$ cat src/rtl/dct_pkg.sv
// rtl/dct_pkg.sv - shared HEVC 4-point transform constants and width helper
package dct_pkg;

    localparam int COEF_64 = 64;
    localparam int COEF_83 = 83;
    localparam int COEF_36 = 36;

    // Headroom above the coefficient width so butterfly sums never overflow.
    localparam int ACC_GUARD = 9;

    // Accumulator width for the default 16-bit coefficient path.
    localparam int ACC_W = 16 + ACC_GUARD;

    function automatic int acc_width(input int width_c);
        return width_c + ACC_GUARD;
    endfunction

endpackage

$ cat src/rtl/bloque_inv_if.sv
// rtl/bloque_inv_if.sv - coefficient-in / residual-out handshake bundle
interface bloque_inv_if #(
    parameter int WIDTH_C = 16,
    parameter int WIDTH_R = 16
);
    logic                      in_valid;
    logic                      in_ready;
    logic signed [WIDTH_C-1:0] c0;
    logic signed [WIDTH_C-1:0] c1;
    logic signed [WIDTH_C-1:0] c2;
    logic signed [WIDTH_C-1:0] c3;
    logic                      out_valid;
    logic                      out_ready;
    logic signed [WIDTH_R-1:0] y0;
    logic signed [WIDTH_R-1:0] y1;
    logic signed [WIDTH_R-1:0] y2;
    logic signed [WIDTH_R-1:0] y3;

    // Upstream coefficient buffer / downstream reconstruction adder side.
    modport master (
        output in_valid, c0, c1, c2, c3, out_ready,
        input  in_ready, out_valid, y0, y1, y2, y3
    );

    // Transform block side.
    modport slave (
        input  in_valid, c0, c1, c2, c3, out_ready,
        output in_ready, out_valid, y0, y1, y2, y3
    );
endinterface

$ cat src/rtl/bloque_rnd_clip.sv
// rtl/bloque_rnd_clip.sv - round-half-up, arithmetic right shift and saturate
module bloque_rnd_clip #(
    parameter int IN_W  = 25,
    parameter int OUT_W = 16,
    parameter int SHIFT = 7
) (
    input  logic signed [IN_W-1:0]  din,
    output logic signed [OUT_W-1:0] dout
);

    // One guard bit keeps the rounding add from wrapping at the top of the range.
    localparam logic signed [IN_W:0] RND  = (IN_W+1)'(1) <<< (SHIFT - 1);
    localparam logic signed [IN_W:0] MAXV = {{(IN_W+2-OUT_W){1'b0}}, {(OUT_W-1){1'b1}}};
    localparam logic signed [IN_W:0] MINV = {{(IN_W+2-OUT_W){1'b1}}, {(OUT_W-1){1'b0}}};

    logic signed [IN_W:0] sum;
    logic signed [IN_W:0] shifted;

    // Floor shift of the rounded value, then clamp to the output range.
    always_comb begin
        sum     = {din[IN_W-1], din} + RND;
        shifted = sum >>> SHIFT;
        if (shifted > MAXV) begin
            dout = MAXV[OUT_W-1:0];
        end else if (shifted < MINV) begin
            dout = MINV[OUT_W-1:0];
        end else begin
            dout = shifted[OUT_W-1:0];
        end
    end

endmodule

$ cat src/rtl/bloque_inv.sv
// rtl/bloque_inv.sv - 3-stage 4-point inverse HEVC core transform
module bloque_inv
    import dct_pkg::*;
#(
    parameter int WIDTH_C = 16,
    parameter int WIDTH_R = 16,
    parameter int SHIFT   = 7
) (
    input  logic        clk,
    input  logic        rst,
    bloque_inv_if.slave bus
);

    localparam int ACC_W = acc_width(WIDTH_C);
    localparam logic signed [ACC_W-1:0] K64 = ACC_W'(COEF_64);
    localparam logic signed [ACC_W-1:0] K83 = ACC_W'(COEF_83);
    localparam logic signed [ACC_W-1:0] K36 = ACC_W'(COEF_36);

    generate
        if (SHIFT < 1) begin : g_shift_check
            $error("bloque_inv: SHIFT must be >= 1");
        end
    endgenerate

    logic en;
    logic out_valid_q;

    // A held output that downstream refuses freezes every stage at once.
    assign en           = !(out_valid_q && !bus.out_ready);
    assign bus.in_ready = en;

    logic                      v1;
    logic signed [WIDTH_C-1:0] c0_q, c1_q, c2_q, c3_q;

    // S1: capture the coefficient column on accept.
    always_ff @(posedge clk or negedge rst) begin
        if (!rst) begin
            v1   <= 1'b0;
            c0_q <= '0;
            c1_q <= '0;
            c2_q <= '0;
            c3_q <= '0;
        end else if (en) begin
            v1 <= bus.in_valid;
            if (bus.in_valid) begin
                c0_q <= bus.c0;
                c1_q <= bus.c1;
                c2_q <= bus.c2;
                c3_q <= bus.c3;
            end
        end
    end

    logic signed [ACC_W-1:0] a0, a1, a2, a3;
    logic signed [ACC_W-1:0] e0_d, e1_d, o0_d, o1_d;

    // Even/odd butterfly products on sign-extended coefficients.
    always_comb begin
        a0   = {{(ACC_W-WIDTH_C){c0_q[WIDTH_C-1]}}, c0_q};
        a1   = {{(ACC_W-WIDTH_C){c1_q[WIDTH_C-1]}}, c1_q};
        a2   = {{(ACC_W-WIDTH_C){c2_q[WIDTH_C-1]}}, c2_q};
        a3   = {{(ACC_W-WIDTH_C){c3_q[WIDTH_C-1]}}, c3_q};
        e0_d = K64 * (a0 + a2);
        e1_d = K64 * (a0 - a2);
        o0_d = K83 * a1 + K36 * a3;
        o1_d = K36 * a1 - K83 * a3;
    end

    logic                    v2;
    logic signed [ACC_W-1:0] e0_q, e1_q, o0_q, o1_q;

    // S2: register the partial butterfly terms.
    always_ff @(posedge clk or negedge rst) begin
        if (!rst) begin
            v2   <= 1'b0;
            e0_q <= '0;
            e1_q <= '0;
            o0_q <= '0;
            o1_q <= '0;
        end else if (en) begin
            v2 <= v1;
            if (v1) begin
                e0_q <= e0_d;
                e1_q <= e1_d;
                o0_q <= o0_d;
                o1_q <= o1_d;
            end
        end
    end

    logic signed [ACC_W-1:0]   r0, r1, r2, r3;
    logic signed [WIDTH_R-1:0] y0_d, y1_d, y2_d, y3_d;

    // Final butterfly combine ahead of rounding.
    always_comb begin
        r0 = e0_q + o0_q;
        r1 = e1_q + o1_q;
        r2 = e1_q - o1_q;
        r3 = e0_q - o0_q;
    end

    bloque_rnd_clip #(.IN_W(ACC_W), .OUT_W(WIDTH_R), .SHIFT(SHIFT)) u_rc0 (.din(r0), .dout(y0_d));
    bloque_rnd_clip #(.IN_W(ACC_W), .OUT_W(WIDTH_R), .SHIFT(SHIFT)) u_rc1 (.din(r1), .dout(y1_d));
    bloque_rnd_clip #(.IN_W(ACC_W), .OUT_W(WIDTH_R), .SHIFT(SHIFT)) u_rc2 (.din(r2), .dout(y2_d));
    bloque_rnd_clip #(.IN_W(ACC_W), .OUT_W(WIDTH_R), .SHIFT(SHIFT)) u_rc3 (.din(r3), .dout(y3_d));

    logic signed [WIDTH_R-1:0] y0_q, y1_q, y2_q, y3_q;

    // S3: register the clipped residuals; they hold until downstream takes them.
    always_ff @(posedge clk or negedge rst) begin
        if (!rst) begin
            out_valid_q <= 1'b0;
            y0_q        <= '0;
            y1_q        <= '0;
            y2_q        <= '0;
            y3_q        <= '0;
        end else if (en) begin
            out_valid_q <= v2;
            if (v2) begin
                y0_q <= y0_d;
                y1_q <= y1_d;
                y2_q <= y2_d;
                y3_q <= y3_d;
            end
        end
    end

    assign bus.out_valid = out_valid_q;
    assign bus.y0        = y0_q;
    assign bus.y1        = y1_q;
    assign bus.y2        = y2_q;
    assign bus.y3        = y3_q;

endmodule

$ cat src/flat_wrapper.sv
// flat-port wrapper written by rule: the top's interface ports become plain ports
module bloque_inv_flat import dct_pkg::*;
#(
    parameter int WIDTH_C = 16,
    parameter int WIDTH_R = 16,
    parameter int SHIFT   = 7
)
  (clk, rst, bus_in_valid, bus_c0, bus_c1, bus_c2, bus_c3, bus_out_ready, bus_in_ready, bus_out_valid, bus_y0, bus_y1, bus_y2, bus_y3);
  bloque_inv_if #(.WIDTH_C(WIDTH_C), .WIDTH_R(WIDTH_R)) bus_i ();
  input  logic clk;
  input  logic rst;
  input wire logic [$bits(bus_i.in_valid)-1:0] bus_in_valid;
  input wire logic [$bits(bus_i.c0)-1:0] bus_c0;
  input wire logic [$bits(bus_i.c1)-1:0] bus_c1;
  input wire logic [$bits(bus_i.c2)-1:0] bus_c2;
  input wire logic [$bits(bus_i.c3)-1:0] bus_c3;
  input wire logic [$bits(bus_i.out_ready)-1:0] bus_out_ready;
  output wire logic [$bits(bus_i.in_ready)-1:0] bus_in_ready;
  output wire logic [$bits(bus_i.out_valid)-1:0] bus_out_valid;
  output wire logic [$bits(bus_i.y0)-1:0] bus_y0;
  output wire logic [$bits(bus_i.y1)-1:0] bus_y1;
  output wire logic [$bits(bus_i.y2)-1:0] bus_y2;
  output wire logic [$bits(bus_i.y3)-1:0] bus_y3;
  assign bus_i.in_valid = bus_in_valid;
  assign bus_i.c0 = bus_c0;
  assign bus_i.c1 = bus_c1;
  assign bus_i.c2 = bus_c2;
  assign bus_i.c3 = bus_c3;
  assign bus_i.out_ready = bus_out_ready;
  assign bus_in_ready = bus_i.in_ready;
  assign bus_out_valid = bus_i.out_valid;
  assign bus_y0 = bus_i.y0;
  assign bus_y1 = bus_i.y1;
  assign bus_y2 = bus_i.y2;
  assign bus_y3 = bus_i.y3;
  bloque_inv #(.WIDTH_C(WIDTH_C), .WIDTH_R(WIDTH_R), .SHIFT(SHIFT)) u_core (.clk(clk), .rst(rst), .bus(bus_i));
endmodule
$ cat config.mk
export PLATFORM = sky130hd
export DESIGN_NAME = bloque_inv_flat
export DESIGN_NICKNAME = d
export VERILOG_FILES = /design/src/rtl/dct_pkg.sv /design/src/rtl/bloque_inv_if.sv /design/src/rtl/bloque_rnd_clip.sv /design/src/rtl/bloque_inv.sv /design/src/flat_wrapper.sv
export SDC_FILE = /design/constraint.sdc
export NUM_CORES = 1
export LEC_CHECK = 0
export ABC_AREA = 1
export CORE_MARGIN = 2
export CORE_UTILIZATION = 55
export CTS_BUF_LIST = sky130_fd_sc_hd__clkbuf_4 sky130_fd_sc_hd__clkbuf_8
export CTS_CLUSTER_SIZE = 14
export DETAILED_ROUTE_END_ITERATION = 8
export PLACE_DENSITY = 0.74
export SKIP_CTS_REPAIR_TIMING = 1
export SLEW_MARGIN = 20
export SYNTH_ARGS = -nofsm -noshare
export SYNTH_HDL_FRONTEND = slang
export SYNTH_SLANG_ARGS = --single-unit
$ cat constraint.sdc
create_clock -name clk -period 10.95 [get_ports clk]
set_clock_uncertainty 0.05 [all_clocks]
set_input_delay 2.19 -clock clk [delete_from_list [all_inputs] [get_ports clk]]
set_output_delay 2.19 -clock clk [all_outputs]
set_load 0.05 [all_outputs]
==> flow_summary.ini, run 1 <==
[run_status]
outcome = completed

[yosys]
syn_area_sq_um = 25900
synth.distinct_cells = 59
ys_async_sr_fraction_pct = 100
synth-edff-count = 0
ys_seq_area_share_pct = 20.7
syn_avg_cell_area_sq_um = 6.92
synth_nets = 4201
synthFlopType = dfrtp_1
postSynthCellCount = 3743
ys_ff_latch = 214
synth_warnings = 0

[critical_path]
rrSetupSlack_ns = 4.92
start_kind = input port
reg2reg_depth = 27
cp_max_fo = 5
endpoint_kind = primary output
startpoint = bus_out_ready
r2r_end = u_core.o0_q[23]
crit_arrival_ns = 4.03
crit_end = bus_in_ready
rr_startpoint = u_core.c1_q[2]
cp.required_ns = 8.71
path_class = in2out

[detailed_routing]
dr_total_vias = 23700
initialDrtViolationCount = 1599
totalWireLength_microns = 69500
ant_nets = 0
wl_per_cell_microns = 15.5
first_pass_iters = 6
viasPerCell = 5.29
route.detailed.drc = 0

[finish]
syn2layout_area_growth_pct = 9.95
final_common_cell = nand2_1
finalNonFillerCells = 4477
finish.utilization_pct = 61.1
diodes = 0
nets = 4300
final_cell_mix = nand2_1, inv_1, ha_1, nor2_1, dfrtp_1
layout-drive-gt1-share_pct = 9.22

[place]
place_inst = 4409
io_buffers = 133
hpwl_microns = 57000
post-place-ws_ns = 4.68
gp_congestion = 0.978

[run]
maxCapViolCount = 0

[timing]
setup_tns_ns = 0
fin_crit_ns = 6.27
post-route-period-util_pct = 57.3
rsz0062_at_grt = false
drv_slew = 0
hold_viol_final = 0
setup_violations = 0
max_freq_ghz = 0.159
final.setup.worst_slack_ns = 4.68
slew_headroom_pct = 30.7
worstMarginPinSlew_ns = 1.04

[global_routing]
globalRouteOverflowTotal = 0
grt_antenna_before_repair = 0
grt_max_degree = 153
grt_pass1_vias = 22300
grt_pass1_wl_microns = 114000
track_usage_pct = 28.5

[die]
boundaryPins = 134
num_rows = 79
die_width_microns = 221
core_sq_um = 46600
die_h_microns = 221
dieArea_sq_um = 48800
initial_core_util_pct = 55.6

[clocking]
cts_root_buffer = clkbuf_8
insertion_delay_ns = 0.59
clockBufferDepth = 3
numCtsBuffers = 38
tritoncts = yes
cts.sinks = 214
h-tree-depth = 2
clkTransAtPathRegs_ns = 0.05

[worst_hold_path]
min-delay-path-class = reg2reg
## per-layer routing
layer	up-vias	track usage (%)	wire length (microns)
li1	12100	-	-
met1	10900	40.0	32900
met2	602	46.7	31300
met3	93	2.72	3500
met4	0	7.86	1800
met5	-	0	0
## kinds of logic (layout without fill, tap and decap cells)
| family | Yosys count | in the layout | synth area share, % |
|---|---|---|---|
| flip-flops | 214 | 214 | 20.7 |
| multiplexers | 43 | 43 | 1.87 |
| XOR/XNOR | 158 | 158 | 5.42 |
| adder cells (fa/ha/maj) | 390 | 390 | 20.7 |
| buffers and inverters | 706 | 833 | 11.2 |
| AO/OA/AOI/OAI | 468 | 468 | 10.2 |
| AND/OR/NAND/NOR | 1764 | 1764 | 30.0 |
## registers in the layout (all words and copies together), names as in the netlist
name	cells
u_core.c0_q	16
u_core.bus.out_valid	1
u_core.c1_q	16
u_core.e1_q	16
u_core.c3_q	16
u_core.bus.y3	16
u_core.v1	1
u_core.o1_q	25
u_core.v2	1
u_core.o0_q	25
u_core.c2_q	16
u_core.bus.y2	16
u_core.e0_q	17
u_core.bus.y0	16
u_core.bus.y1	16
## Yosys cell counts, drive strengths merged (10+ instances only)
| library cell | count | share of area, % |
|---|---|---|
| nand2 | 1151 | 18 |
| inv | 625 | 9.1 |
| ha | 327 | 16 |
| nor2 | 282 | 4.8 |
| a21oi | 220 | 4.4 |
| dfrtp | 214 | 21 |
| nand3 | 207 | 4.3 |
| o21ai | 152 | 3.1 |
| xor2 | 104 | 3.6 |
| nand4 | 66 | 1.6 |
| fa | 63 | 4.9 |
| xnor2 | 54 | 1.8 |
| mux2 | 43 | 1.9 |
| buf | 41 | 1.2 |
| clkbuf | 37 | 0.77 |
| nor3 | 32 | 0.74 |
| o21bai | 21 | 0.61 |
| a31oi | 20 | 0.48 |
| a21boi | 10 | 0.29 |
| a21o | 10 | 0.29 |
## worst max-delay path: stages
cell and delay, ns:
clkdlybuf4s50_1 0.40, nor2_1 0.38, inv_1 0.26, clkdlybuf4s50_1 0.80
## metrics by stage
step / hold WS (ns) / area (sq um)
4_1_cts: 0.430 / 28500
3_5_place_dp: 0.414 / 27500
6_report: 0.424 / 28500
2_1_floorplan: 0.392 / 25900
3_3_place_gp: 0.412 / 27500
5_1_grt: 0.455 / 28500
## worst min path at each step
stage,from,to,slack (ns),cells after the start
global route,u_core.bus.y1[8],u_core.bus.y1[8],0.45,2
global placement,u_core.bus.y2[0],u_core.bus.y2[0],0.41,2
detailed placement,u_core.bus.y2[0],u_core.bus.y2[0],0.41,2
CTS,u_core.bus.y2[0],u_core.bus.y2[0],0.43,2
floorplan,u_core.v2,u_core.bus.out_valid,0.39,2
finish,u_core.bus.y1[8],u_core.bus.y1[8],0.42,2
## layout make-up
cell class,count,area (sq um)
well taps,607,759
clock inverters,8,165
inverters,627,2370
flip-flops and latches,214,5360
multi-input cells,2823,17700
fillers,4453,18100
clock buffers,60,776
repair buffers,138,1390
Power of run 1 is left out: the tool's default activity adds up to more than one toggle a clock period on the data nets, which glitch-free logic cannot reach.
==> run 2, diff against run 1 <==
Clock period 10.95 ns to 6.01 ns, I/O delays scaled along.
==> run 2 against run 1 <==
  * Register-to-register slack worse by 4.5 ns
  * Wire length is 0.92% higher
  * Design area is 0.19% higher
  * Via count is 0.16% higher
  * Die area stayed put
  * Flip-flop and latch count stayed put
  * Worst hold slack hardly changed
  * Count of clock-buffer cells in the layout is 1 higher
  * Setup slack worse by 4.2 ns
  * First-iteration DRC count is 16% higher
  * Cell count is 0.25% higher
  * Sequential share of layout area hardly changed
  * Critical path type is now reg2reg
==> flow_summary.ini, run 2 (synthesized netlist as in run 1, its figures left out) <==
[run_status]
outcome = completed

[clocking]
cts_root_buffer = clkbuf_8
insertion_delay_ns = 0.59
h-tree-depth = 2
cts.sinks = 214
clkTransAtPathRegs_ns = 0.07
tritoncts = yes
clockBufferDepth = 3
numCtsBuffers = 38

[finish]
layout-drive-gt1-share_pct = 9.64
final_cell_mix = nand2_1, inv_1, ha_1, nor2_1, dfrtp_1
diodes = 0
syn2layout_area_growth_pct = 10.2
finish.utilization_pct = 61.3
final_common_cell = nand2_1
fillers = 4452
top_regs = u_core.o0_q (25), u_core.o1_q (25), u_core.e0_q (17)
nets = 4312

[global_routing]
grt_pass1_vias = 22600
grt_pass1_wl_microns = 115000
track_usage_pct = 28.8
grt_antenna_before_repair = 2
grt_max_degree = 115
globalRouteOverflowTotal = 0

[critical_path]
rr_startpoint = u_core.c1_q[6]
rrSetupSlack_ns = 0.45
critPathMaxStageDelay_ns = 0.54
cp.required_ns = 6.40
path_delay_family = adder cells
reg2reg_depth = 29
path_class = reg2reg
r2r_end = u_core.o0_q[23]
startpoint = u_core.c1_q[6]
crit_path_top_delay_cell = fa_1
start_kind = register
cp_max_fo = 7
crit_arrival_ns = 5.95
endpoint_kind = register
crit_buf_inv = 4

[die]
boundaryPins = 134
die_width_microns = 221
initial_core_util_pct = 55.6
core_sq_um = 46600
num_rows = 79
dieArea_sq_um = 48800
die_h_microns = 221

[detailed_routing]
viasPerCell = 5.29
ant_nets = 0
totalWireLength_microns = 70200
route.detailed.drc = 0
dr_total_vias = 23700
wl_per_cell_microns = 15.6
first_pass_iters = 7
initialDrtViolationCount = 1848

[timing]
post-route-period-util_pct = 92.5
worstMarginPinSlew_ns = 1.03
final.setup.worst_slack_ns = 0.451
max_freq_ghz = 0.180
setup_violations = 0
hold_viol_final = 0
slew_headroom_pct = 31.6
fin_crit_ns = 5.56
drv_slew = 0

[worst_hold_path]
min-delay-start = u_core.bus.y3[13]
min-delay-path-class = reg2reg
min_path_cells = 2
holdPathEnd = u_core.bus.y3[13]

[place]
io_buffers = 133
hpwl_microns = 58100
post-place-ws_ns = 0.127
gp_congestion = 0.987

[run]
maxCapViolCount = 0
-- run 2: worst max path at each step --
stage                            to  slack (ns)  cells after the start
global placement    u_core.o0_q[23]        0.26                     27
finish              u_core.o0_q[23]        0.45                     29
global route        u_core.o0_q[23]    -0.00001                     27
floorplan           u_core.o0_q[23]        0.71                     27
detailed placement  u_core.o0_q[23]        0.13                     27
CTS                 u_core.o0_q[23]        0.10                     27
-- run 2: stage by stage --
step | cell area, sq um | hold WS, ns | instances | TNS, ns
2_1_floorplan | 25900 | 0.392 | 3743 | 0
3_3_place_gp | 27600 | 0.412 | 4420 | 0
3_5_place_dp | 27600 | 0.415 | 4420 | 0
4_1_cts | 28500 | 0.431 | 4487 | 0
5_1_grt | 28500 | 0.453 | 4488 | -0.0000102
6_report | 28500 | 0.425 | 4488 | 0
-- run 2: tightest hold or removal path, cell delays in order (launching register included) --
cell     delay (ns)
dfrtp_1        0.34
nand2_1        0.05
nand2_1        0.05
-- run 2: layout make-up --
class,count,area (sq um),share of cell area (%)
multi-input cells,2823,17700,62.0
flip-flops and latches,214,5360,18.8
inverters,627,2370,8.30
repair buffers,150,1460,5.13
well taps,607,759,2.66
clock buffers,61,758,2.66
clock inverters,6,130,0.456
-- run 2: metal layers --
metal	GRT usage (%)	part of all wire, %	wire [microns]
met1	39.7	47	32700
met2	45.7	43	30500
met5	0	0.013	9
met3	3.92	5.8	4110
met4	11.3	4.1	2870
Power of run 2 is left out for the same reason.
==> run 3, diff against run 2 <==
Settings changed: ABC_CLOCK_PERIOD_IN_PS set to 6010, CTS_CLUSTER_SIZE 14 to 40, REMOVE_ABC_BUFFERS set to 1.
==> run 3 against run 2 <==
  * Cell count is essentially flat
  * Critical path depth shrank 3
  * Worst hold slack gained 0.0017 ns
  * Highest routed layer unchanged
  * Critical endpoint is now u_core.o1_q[24]
  * Setup slack gained 0.032 ns
  * Sequential share of layout area is essentially flat
==> flow_summary.ini, run 3 (synthesized netlist as in run 1, its figures left out) <==
[clocking]
clockBufferDepth = 3
tritoncts = yes
numCtsBuffers = 41
cts_root_buffer = clkbuf_8
insertion_delay_ns = 0.62
h-tree-depth = 2
cts.sinks = 214
clkTransAtPathRegs_ns = 0.06

[global_routing]
grt_pass1_vias = 22200
grt_max_degree = 99
grt_pass1_wl_microns = 114000
globalRouteOverflowTotal = 0
grt_antenna_before_repair = 0
track_usage_pct = 28.7

[timing]
worstMarginPinSlew_ns = 0.949
max_freq_ghz = 0.181
drv_slew = 0
setup_tns_ns = 0
slew_headroom_pct = 36.7
fin_crit_ns = 5.53
post-route-period-util_pct = 92.0
setup_violations = 0
hold_viol_final = 0

[critical_path]
crit_path_frequent_cell = nand2_1
cp.required_ns = 6.47
endpoint_kind = register
crit_path_top_delay_cell = fa_1
start_kind = register
crit_arrival_ns = 5.98
path_class = reg2reg
critPathMaxStageDelay_ns = 0.55
cp_max_fo = 7

[place]
io_buffers = 133
gp_congestion = 0.978
hpwl_microns = 57800

[worst_hold_path]
min-delay-path-class = reg2reg

[detailed_routing]
route.detailed.drc = 0
wl_per_cell_microns = 15.7
totalWireLength_microns = 70400
first_pass_iters = 5
initialDrtViolationCount = 1505
viasPerCell = 5.27
dr_total_vias = 23700
ant_nets = 0

[die]
die_h_microns = 221
num_rows = 79
boundaryPins = 134
die_width_microns = 221
core_sq_um = 46600
initial_core_util_pct = 55.6
dieArea_sq_um = 48800

[finish]
syn2layout_area_growth_pct = 10.0
top_regs = u_core.o0_q (25), u_core.o1_q (25), u_core.e0_q (17)
layout-drive-gt1-share_pct = 9.66
final_cell_mix = nand2_1, inv_1, ha_1, nor2_1, dfrtp_1
nets = 4313
final_common_cell = nand2_1

[run]
maxCapViolCount = 0

[run_status]
outcome = completed
[run 3: cell count changes in the layout (fill, tap and decap cells not counted), sizes merged, moves of 2 or more]
cell and delta:
clkbuf -5, buf -2, clkinv +6, inv +2, clkinvlp +3, bufinv -2
[run 3: routing by layer]
layer	vias to the layer above	part of all wire, %	global-route usage (%)
met2	604	45	46.7
li1	12100	-	-
met4	2	4.1	11.6
met5	-	0.15	0
met3	125	5.0	3.19
met1	10800	46	38.9
[run 3: final cells by class]
cell class | instances | area [sq um]
Clock buffer | 56 | 727
Multi-Input combinational cell | 2823 | 17700
Tap cell | 607 | 759
Clock inverter | 15 | 140
Timing Repair Buffer | 148 | 1450
Sequential cell | 214 | 5360
Fill cell | 4491 | 18100
Inverter | 627 | 2370
Antenna cell | 1 | 2.50
[run 3: worst paths after layout]
path                                     to  slack (ns)        startpoint  cells past startpoint
min in group asynchronous   u_core.c3_q[12]        0.59               rst                      1
max in group asynchronous    u_core.c0_q[9]        3.94               rst                      2
setup / recovery            u_core.o1_q[24]        0.48    u_core.c3_q[2]                     26
setup reg to reg            u_core.o1_q[24]        0.48    u_core.c3_q[2]                     26
hold / removal             u_core.bus.y2[5]        0.43  u_core.bus.y2[5]                      2
hold reg to reg            u_core.bus.y2[5]        0.43  u_core.bus.y2[5]                      2
[run 3: worst max-delay path, delay by kind of cell, from the launching register on]
family / cells / cell delay [ns]
buffers and inverters: 3 / 0.18
DFF: 1 / 0.51
adders and majority gates: 5 / 2.15
xor gates and xnor gates: 1 / 0.14
AOI/OAI and AO/OA: 7 / 1.19
and+or+nand+nor: 10 / 1.18
[run 3: per-stage QoR]
step | instance area, sq um | cells | hold slack, ns | util, % | setup slack [ns]
2_1_floorplan | 25400 | 3664 | 0.392 | - | -0.144
3_3_place_gp | 27600 | 4418 | 0.412 | 59.2 | 0.333
3_5_place_dp | 27600 | 4418 | 0.415 | 59.2 | 0.186
4_1_cts | 28400 | 4489 | 0.430 | 61.1 | 0.155
5_1_grt | 28500 | 4490 | 0.446 | 61.2 | -0.0120
6_report | 28500 | 4491 | 0.427 | 61.2 | 0.483
Power of run 3 is left out for the same reason.
